### src/rtl/aes_key_sched_ctrl.sv
// Iterative AES-128 key-schedule controller: one round key per clock through a
// single shared g-function, results kept in an indexed round-key store.
//
// state  | meaning
// IDLE   | no key since reset; waiting for key_valid
// EXPAND | producing rk[cnt] each clock; new keys are refused
// DONE   | all round keys valid; a new key restarts the expansion

module aes_key_sched_ctrl #(
  parameter int NR    = 10,
  parameter int IDX_W = 4
) (
  input  logic             clk,
  input  logic             rst,
  input  logic [127:0]     key_in,
  input  logic             key_valid,
  output logic             key_ready,
  output logic             busy,
  output logic             ks_ready,
  output logic             done,
  input  logic             rd_en,
  input  logic [IDX_W-1:0] rd_idx,
  output logic             rd_valid,
  output logic             rd_err,
  output logic [127:0]     rd_data
);

  if (NR != 10) begin : g_bad_nr
    $error("aes_key_sched_ctrl: only NR=10 (AES-128) is supported");
  end
  if ((2 ** IDX_W) <= NR) begin : g_bad_idx_w
    $error("aes_key_sched_ctrl: IDX_W too narrow to index NR+1 round keys");
  end

  typedef enum logic [1:0] {IDLE, EXPAND, DONE} state_t;

  localparam logic [IDX_W-1:0] LAST_IDX = IDX_W'(NR);
  localparam logic [IDX_W-1:0] IDX_ONE  = IDX_W'(1);

  // AES S-box, byte 0x00 in the top byte of the constant
  localparam logic [2047:0] SBOX = {
    256'h637c777bf26b6fc53001672bfed7ab76ca82c97dfa5947f0add4a2af9ca472c0,
    256'hb7fd9326363ff7cc34a5e5f171d8311504c723c31896059a071280e2eb27b275,
    256'h09832c1a1b6e5aa0523bd6b329e32f8453d100ed20fcb15b6acbbe394a4c58cf,
    256'hd0efaafb434d338545f9027f503c9fa851a3408f929d38f5bcb6da2110fff3d2,
    256'hcd0c13ec5f974417c4a77e3d645d197360814fdc222a908846eeb814de5e0bdb,
    256'he0323a0a4906245cc2d3ac629195e479e7c8376d8dd54ea96c56f4ea657aae08,
    256'hba78252e1ca6b4c6e8dd741f4bbd8b8a703eb5664803f60e613557b986c11d9e,
    256'he1f8981169d98e949b1e87e9ce5528df8ca1890dbfe6426841992d0fb054bb16
  };

  function automatic logic [7:0] sbox(input logic [7:0] a);
    logic [10:0] pos;
    pos = {~a, 3'b000};
    return SBOX[pos +: 8];
  endfunction

  state_t           state, state_nxt;
  logic             accept, expand_last;
  logic [IDX_W-1:0] cnt;
  logic [7:0]       rcon, rcon_nxt;
  logic [127:0]     prev_rk, next_rk;
  logic [127:0]     rk [0:NR];
  logic [NR:0]      rk_vld;
  logic [31:0]      rot, sub, g;
  logic [31:0]      w0, w1, w2, w3;
  logic             idx_in_range, rd_hit;
  logic [IDX_W-1:0] rd_sel;

  // State register
  always_ff @(posedge clk) begin
    if (rst) state <= IDLE;
    else     state <= state_nxt;
  end

  // Next-state, handshake and status decode
  always_comb begin
    state_nxt   = state;
    key_ready   = 1'b0;
    busy        = 1'b0;
    ks_ready    = 1'b0;
    accept      = 1'b0;
    expand_last = 1'b0;
    case (state)
      IDLE: begin
        key_ready = 1'b1;
        accept    = key_valid;
        if (key_valid) state_nxt = EXPAND;
      end
      EXPAND: begin
        busy        = 1'b1;
        expand_last = (cnt == LAST_IDX);
        if (expand_last) state_nxt = DONE;
      end
      DONE: begin
        key_ready = 1'b1;
        ks_ready  = 1'b1;
        accept    = key_valid;
        if (key_valid) state_nxt = EXPAND;
      end
      default: state_nxt = IDLE;
    endcase
  end

  // prev_rk mirrors rk[cnt-1] so the g-path never reads the store array
  assign rot = {prev_rk[23:0], prev_rk[31:24]};
  for (genvar i = 0; i < 4; i++) begin : g_sbox
    assign sub[8*i +: 8] = sbox(rot[8*i +: 8]);
  end
  assign g        = sub ^ {rcon, 24'h0};
  assign w0       = prev_rk[127:96] ^ g;
  assign w1       = w0 ^ prev_rk[95:64];
  assign w2       = w1 ^ prev_rk[63:32];
  assign w3       = w2 ^ prev_rk[31:0];
  assign next_rk  = {w0, w1, w2, w3};
  assign rcon_nxt = {rcon[6:0], 1'b0} ^ (rcon[7] ? 8'h1b : 8'h00);

  // Round-key store contents (validity is tracked separately)
  always_ff @(posedge clk) begin
    if (accept)    rk[0]   <= key_in;
    else if (busy) rk[cnt] <= next_rk;
  end

  // Expansion counter, round constant, validity flags and done pulse
  always_ff @(posedge clk) begin
    if (rst) begin
      cnt     <= '0;
      rcon    <= 8'h01;
      prev_rk <= '0;
      rk_vld  <= '0;
      done    <= 1'b0;
    end else begin
      done <= expand_last;
      if (accept) begin
        cnt     <= IDX_ONE;
        rcon    <= 8'h01;
        prev_rk <= key_in;
        rk_vld  <= {{NR{1'b0}}, 1'b1};
      end else if (busy) begin
        prev_rk     <= next_rk;
        rk_vld[cnt] <= 1'b1;
        rcon        <= rcon_nxt;
        if (!expand_last) cnt <= cnt + IDX_ONE;
      end
    end
  end

  // Reads see the store as it was before this edge's write or rekey
  assign idx_in_range = (rd_idx <= LAST_IDX);
  assign rd_sel       = idx_in_range ? rd_idx : '0;
  assign rd_hit       = idx_in_range && rk_vld[rd_sel];

  // Registered read port; rd_data keeps its last value on an error
  always_ff @(posedge clk) begin
    if (rst) begin
      rd_valid <= 1'b0;
      rd_err   <= 1'b0;
      rd_data  <= '0;
    end else begin
      rd_valid <= rd_en & rd_hit;
      rd_err   <= rd_en & ~rd_hit;
      if (rd_en && rd_hit) rd_data <= rk[rd_sel];
    end
  end

endmodule

### config.mk
export PLATFORM = sky130hd
export DESIGN_NAME = aes_key_sched_ctrl
export DESIGN_NICKNAME = d
export VERILOG_FILES = /design/src/rtl/aes_key_sched_ctrl.sv
export SDC_FILE = /design/constraint.sdc
export NUM_CORES = 2
export LEC_CHECK = 0
export CAP_MARGIN = 20
export CORE_ASPECT_RATIO = 1.1
export CORE_UTILIZATION = 35
export DETAILED_ROUTE_END_ITERATION = 16
export HOLD_SLACK_MARGIN = 0.03
export PLACE_DENSITY = 0.51
export SYNTH_ARGS = -nofsm -noshare
export SYNTH_HDL_FRONTEND = slang
export SYNTH_SLANG_ARGS = --single-unit
export TNS_END_PERCENT = 50
### constraint.sdc
create_clock -name clk -period 22.3 [get_ports clk]
set_clock_uncertainty 0.2 [all_clocks]
set_input_delay 4.46 -clock clk [delete_from_list [all_inputs] [get_ports clk]]
set_output_delay 4.46 -clock clk [all_outputs]
set_load 0.01 [all_outputs]
# --- Word-level counts from Yosys, hierarchy flattened ---
# Memory sizes are Yosys's and may differ from the RTL's. A register that Yosys moved wholly into a read port is not among the register bits.
# Cells that the tools add are included.
op_classes:
  eq_ne: 6
  n_shift: 4
  n_lt_le_gt_ge: 4
  addsub: 1
  n_bitwise: 15
  n_mux: 29
  n_reduce_logical: 11
op_table:
  columns: ["operator", "n"]
  rows:
  - ["2048-bit by 12-bit indexed part select with 8-bit output, first input constant", 4]
  - ["128-bit 2-to-1 mux", 3]
  - ["32-bit bitwise XOR", 5]
  - ["128-bit OR reduction", 1]
  - ["8-bit NOT", 4]
  - ["1-bit 2-to-1 mux", 18]
  - ["11-bit bitwise OR", 1]
  - ["4-bit by 5-bit less-than comparator with 1-bit output, second input constant", 2]
  - ["4-bit 2-to-1 mux", 2]
  - ["8-bit by 5-bit bitwise XOR with 8-bit output", 1]
  - ["2-bit AND reduction", 3]
  - ["5-bit 2-to-1 mux", 1]
  - ["4-bit by 1-bit adder with 4-bit output, second input constant", 1]
  - ["1-bit binary-select mux with 4-bit select", 1]
  - ["1-bit demux with 4-bit select", 1]
  - ["4-bit == test, second input constant", 1]
  - ["4-bit by 1-bit greater-or-equal comparator with 1-bit output, second input constant", 1]
  - ["4-bit less-or-equal comparator, second input constant", 1]
  - ["2-bit 2-to-1 mux", 2]
  - ["2-bit inequality test, second input constant", 2]
  - ["2-bit one-hot mux with 2 select lines", 1]
  - ["2-bit OR reduction", 2]
  - ["1-bit logical AND", 3]
  - ["1-bit AND", 2]
  - ["6 further kinds", 7]
totals:
  wordCells: 81
  n_memories: 1
  output_inout_bits: 134
  regBits: 156
  ram_bits: 1408
  inputBits: 136
memory_table:
  columns: ["memory", "words", "word_bits", "read_ports", "rd_ports_with_merged_regs", "wr", "line", "text"]
  rows:
  - ["rk", 11, 128, 1, 1, 1, "63", "logic [127:0] rk [0:NR];"]

# --- Longest topological paths before layout ---
depth:
  word_depth: 9
  ltp_mapped: 15
  ltp_nobuf: 11

# --- Worst setup path before layout ---
# OpenSTA, ideal clock, no wires.
synth_timing:
  path_type: "register to register"
  startpoint: "register state[1]"
  endpoint: "memory rk[1][0], enable pin"
  stages_incl_launch_ff: 7
  t_arrival_ns: 13.295
  path_slack_ns: 7.876
  period_less_slack_ns: 14.424
  n_path_buf: 4
  t_required_ns: 21.171
  setup_time_ns: 0.929
  cell_sequence: "dfxtp_1 -> nand2b_1 -> clkbuf_1 -> clkbuf_1 -> clkbuf_1 -> clkbuf_1 -> nor4_1"
synth_between:
  elab_chain_len: 7
  word_cells_on_any_way: 14
  cone_classes: "eq/ne: 2; mux: 9; reduce/logical: 3"
synth_rtl:
  columns: ["element", "line", "text"]
  rows:
  - ["from (decl)", "58", "state_t state, state_nxt;"]
  - ["from (signal assigned)", "73", "else state <= state_nxt;"]
  - ["2-bit by 1-bit == test with 1-bit output, or another cell as far along", "84", "case (state)"]
  - ["1-bit 2-to-1 mux / 2-bit OR reduction (equally long branches)", null, null]
  - ["1-bit 2-to-1 mux (on tied branches)", "121, 84", null]
  - ["1-bit 2-to-1 mux", "120", "if (accept) rk[0] <= key_in;"]
  - ["1-bit 2-to-1 mux (not written as such)", "121", "else if (busy) rk[cnt] <= next_rk;"]
  - ["128-bit OR reduction (no source line)", null, null]
  - ["4-bit 2-to-1 mux (no source line) / 1-bit 2-to-1 mux (equally long branches)", null, null]
  - ["to (decl)", "63", null]
# Parallel ways exist; a longest one is shown, timed or not.

# --- Worst setup path in the final report ---
layout_timing:
  startpoint: "input port rd_idx[1]"
  endpoint: "register rd_data[120], read port of rk"
layout_between:
  elab_chain_len: 6
layout_rtl:
  columns: ["element", "line", "text"]
  rows:
  - ["from (decl)", "22", "input logic [IDX_W-1:0] rd_idx,"]
  - ["4-bit less-or-equal comparator", "149", "assign idx_in_range = (rd_idx <= LAST_IDX);"]
  - ["4-bit 2-to-1 mux", "150", "assign rd_sel = idx_in_range ? rd_idx : '0;"]
  - ["1-bit binary-select mux with 4-bit select", "151", "assign rd_hit = idx_in_range && rk_vld[rd_sel];"]
  - ["1-bit 2-to-1 mux (not written as such)", "151", null]
  - ["1-bit logical AND", "151", null]
  - ["1-bit logical AND", "162", "if (rd_en && rd_hit) rd_data <= rk[rd_sel];"]
  - ["to (decl)", "25", "output logic [127:0] rd_data"]
# Parallel ways exist; a longest one is shown, timed or not. The select of a mux whose other input is x is not followed.
# A chain may end at the register's enable or synchronous reset.

==> summary.md <==
| Metric | Value |
|---|---|
| Power share of the sequential group | `38.4%` |
| Slew headroom | `17.6%` |
| Setup WS pre-CTS | `12.26 ns` |
| YS warnings | `0` |
| Post-CTS resize count | `0` |
| Post-DP Area | `0.0871 sq mm` |
| Avg Inst Size Synth | `12.2 sq um` |
| Sequential element share of the synthesized area | `58.8%` |
| DP HPWL | `196000 um` |
| Vias in the first global route | `57991` |
| Input/output buffers | `269` |
| Synth Flop Type | `edfxtp_1` |
| Post-CTS Setup Inserts | `0` |
| First-pass iteration count of the detailed router | `6` |
| Leakage | `30.7 nW` |
| Num CTS Buffers | `178` |
| Die height | `508 um` |
| Top post-synthesis cells by area | `edfxtp_1, dfxtp_1, mux4_2, a21oi_1, o221ai_1` |
| First-pass GRT wire length | `443000 um` |
| Post-synth ARST share | `0%` |
| Core ar. | `0.231 sq mm` |
| Total grt overflow | `0` |
| Total GRT Usage | `25.9%` |
| Fill cells | `21786` |
| Hold depth | `2` |
| Largest net degree at the start of global routing | `150` |
| Hold_buf cts | `0` |
| Final min period | `9.31 ns` |
| Layout Area Growth over Synthesis | `14.1%` |
| Final setup fails | `0` |
| Crit Path Class | `in -> reg` |
| Syn Inst Count | `6709` |
| Chip width | `462 um` |
| Full die area | `0.235 sq mm` |
| Vias | `60527` |
| Slew Limit Fails | `0` |
| CTS Sinks | `1692` |
| Sw frac | `35.9%` |
| Peak Freq | `0.107 GHz` |
| Switch Pwr | `3.65 mW` |
| ANT nets after route | `1` |
| Pwr/cell area | `109 mW/mm^2` |
| Combinational Power Share | `32.5%` |
| Remaining DRCs | `0` |
| R2R setup slack | `15.56 ns` |
| CTS tree | `done` |
| Number of flops mapped to enable cells by yosys | `1408` |
| Worst setup path start | `rd_idx[1]` |
| Post-route cell area | `0.0931 sq mm` |
| Fin worst setup slack | `12.99 ns` |
| DRT iter0 DRCs | `7245` |
| Clk network pwr share | `29.1%` |
| Share of layout cells above drive strength 1 | `11.3%` |
| Vias per cell | `6.07` |
| Synth cell count leaders | `edfxtp_1, a21oi_1, nor2_1` |
| RR Endpoint | `rk[2][35]` |
| Final core occ | `40.3%` |
| Failing checks | `antenna rules` |
| Synth top area share | `51.8%` |
| Most frequent cell after synthesis | `edfxtp_1` |
| CTS H-tree depth | `4` |
| Clk slew on worst S/H paths | `0.06 ns` |
| Final hold vios | `0` |
| Tcrit/Tclk final | `41.7%` |
| RSZ-0062 raised after global routing | `false` |
| Cell area after synthesis | `0.0816 sq mm` |
| CP arrival | `9.73 ns` |
| Internal Power | `6.50 mW` |
| R2R cell count | `12` |
| Register bit count reported by yosys | `1692` |
| GPL Wtd Cong | `0.983` |
| Worst Setup End Kind | `flop` |
| Setup_tns | `0 ns` |
| Critical Path Sink | `rd_data[120]` |
| Netlist cell types | `113` |
| CTS root buf | `clkbuf_16` |
| Antenna violations before repair | `28` |
| Clock latency on the worst-skew pair | `0.86 ns` |
| Peak supply drop | `88.6 uV` |
| Most area-hungry cell type in the Yosys netlist | `edfxtp_1` |
| WL per Instance | `31.5 um` |
| Req. time, crit path | `22.73 ns` |
| Net count after synthesis | `6909` |
| R2R Path Start | `prev_rk[24]` |
| Worst-margin pin slew | `1.20 ns` |
| CP startpoint kind | `primary input` |
| Clock Path Buffers | `3` |
| Outcome | `complete, but fails checks` |
| Final net count | `6913` |
| Hold crit path type | `reg -> reg` |
| Max-Cap Viols | `0` |
| # IOs | `270` |
| Initial Utilization | `35.3%` |
| Max FO, Critical Path | `129` |
| Routed WL | `314000 um` |
| FP Rows | `185` |
layout by cell type (no fill, tap or decap), types with 179 or more instances in the layout:
cell,instances
dfxtp_1,271
clkbuf_16,179
mux2i_1,188
nor2_1,534
edfxtp_1,1408
clkdlybuf4s50_1,267
a21oi_1,637
o221ai_1,275
a211oi_1,188
nand2_1,425
o21ai_0,232
per-stage QoR:
step | power [mW] | instances | hold WS (ns)
final | 10.1 | 9973 | 0.285
after global routing | 10.5 | 9959 | 0.311
after CTS | 10.1 | 9944 | 0.287
after detailed placement | 7.18 | 9610 | 0.265
after global placement | 7.19 | 9606 | 0.269
after floorplan | 5.92 | 6709 | 0.231
cells by family after synthesis:
group / Yosys count / synth area share [%]
XOR/XNOR: 183 / 2.21
flip-flops: 1692 / 58.8
AND/OR/NAND/NOR: 1565 / 8.96
AO/OA/AOI/OAI: 2128 / 18.1
multiplexers: 376 / 7.24
buffers and inverters: 700 / 3.66
adder cells (fa/ha/maj): 65 / 0.994
registers in the layout, indices dropped and copies added, names as in the netlist:
register and flops:
rk_vld 11, cnt 4, rd_data 128, state 2, rd_valid 1, done 1, rd_err 1, rk 1408
rcon 8, prev_rk 128
power by group through the flow:
stage          registers (mW)  logic, mW  clock network [mW]
6_report                 3.90       3.30                2.95
3_5_place_dp             3.96       3.22                   0
4_1_cts                  3.89       3.23                3.01
3_3_place_gp             3.96       3.23                   0
2_1_floorplan            3.90       2.03                   0
5_1_grt                  3.91       3.46                3.12
final cells by class:
| cell class | count | area, sq um | share of cell area, % |
|---|---|---|---|
| multi-input combinational | 4317 | 30800 | 33.1 |
| sequential | 1692 | 48000 | 51.6 |
| clock buffer | 249 | 4990 | 5.36 |
| timing repair buffer | 464 | 4350 | 4.67 |
| clock inverter | 85 | 826 | 0.887 |
| antenna | 21 | 52.6 | 0.0564 |
| inverter | 60 | 233 | 0.250 |
| tap | 3085 | 3860 | 4.15 |
critical path: stages:
cell	delay, ns
clkdlybuf4s50_1	0.73
o21ai_0	0.27
nand2_4	0.70
buf_4	0.65
buf_4	0.80
buf_12	0.61
mux4_2	0.59
a21oi_1	0.15
a211oi_1	0.10
a21oi_1	0.20
nor2_1	0.06
worst min path at each step:
stage,start,endpoint,slack (ns)
6_report,rd_data[56],rd_data[56],0.28
5_1_grt,rk_vld[6],rk_vld[6],0.31
4_1_cts,rk_vld[4],rk_vld[4],0.29
3_5_place_dp,rk_vld[4],rk_vld[4],0.26
3_3_place_gp,rd_data[56],rd_data[56],0.27
2_1_floorplan,rk_vld[4],rk_vld[4],0.23
per-layer routing:
layer / routed length, um / vias to the layer above / GRT usage [%] / part of all wire [%]
met5: 170 / - / 0 / 0.054
met1: 132000 / 30969 / 34.9 / 42
met2: 145000 / 2766 / 41.1 / 46
met3: 23100 / 508 / 4.51 / 7.3
li1: - / 26256 / - / -
met4: 14400 / 28 / 11.2 / 4.6
(Power assumes the default switching activity.)
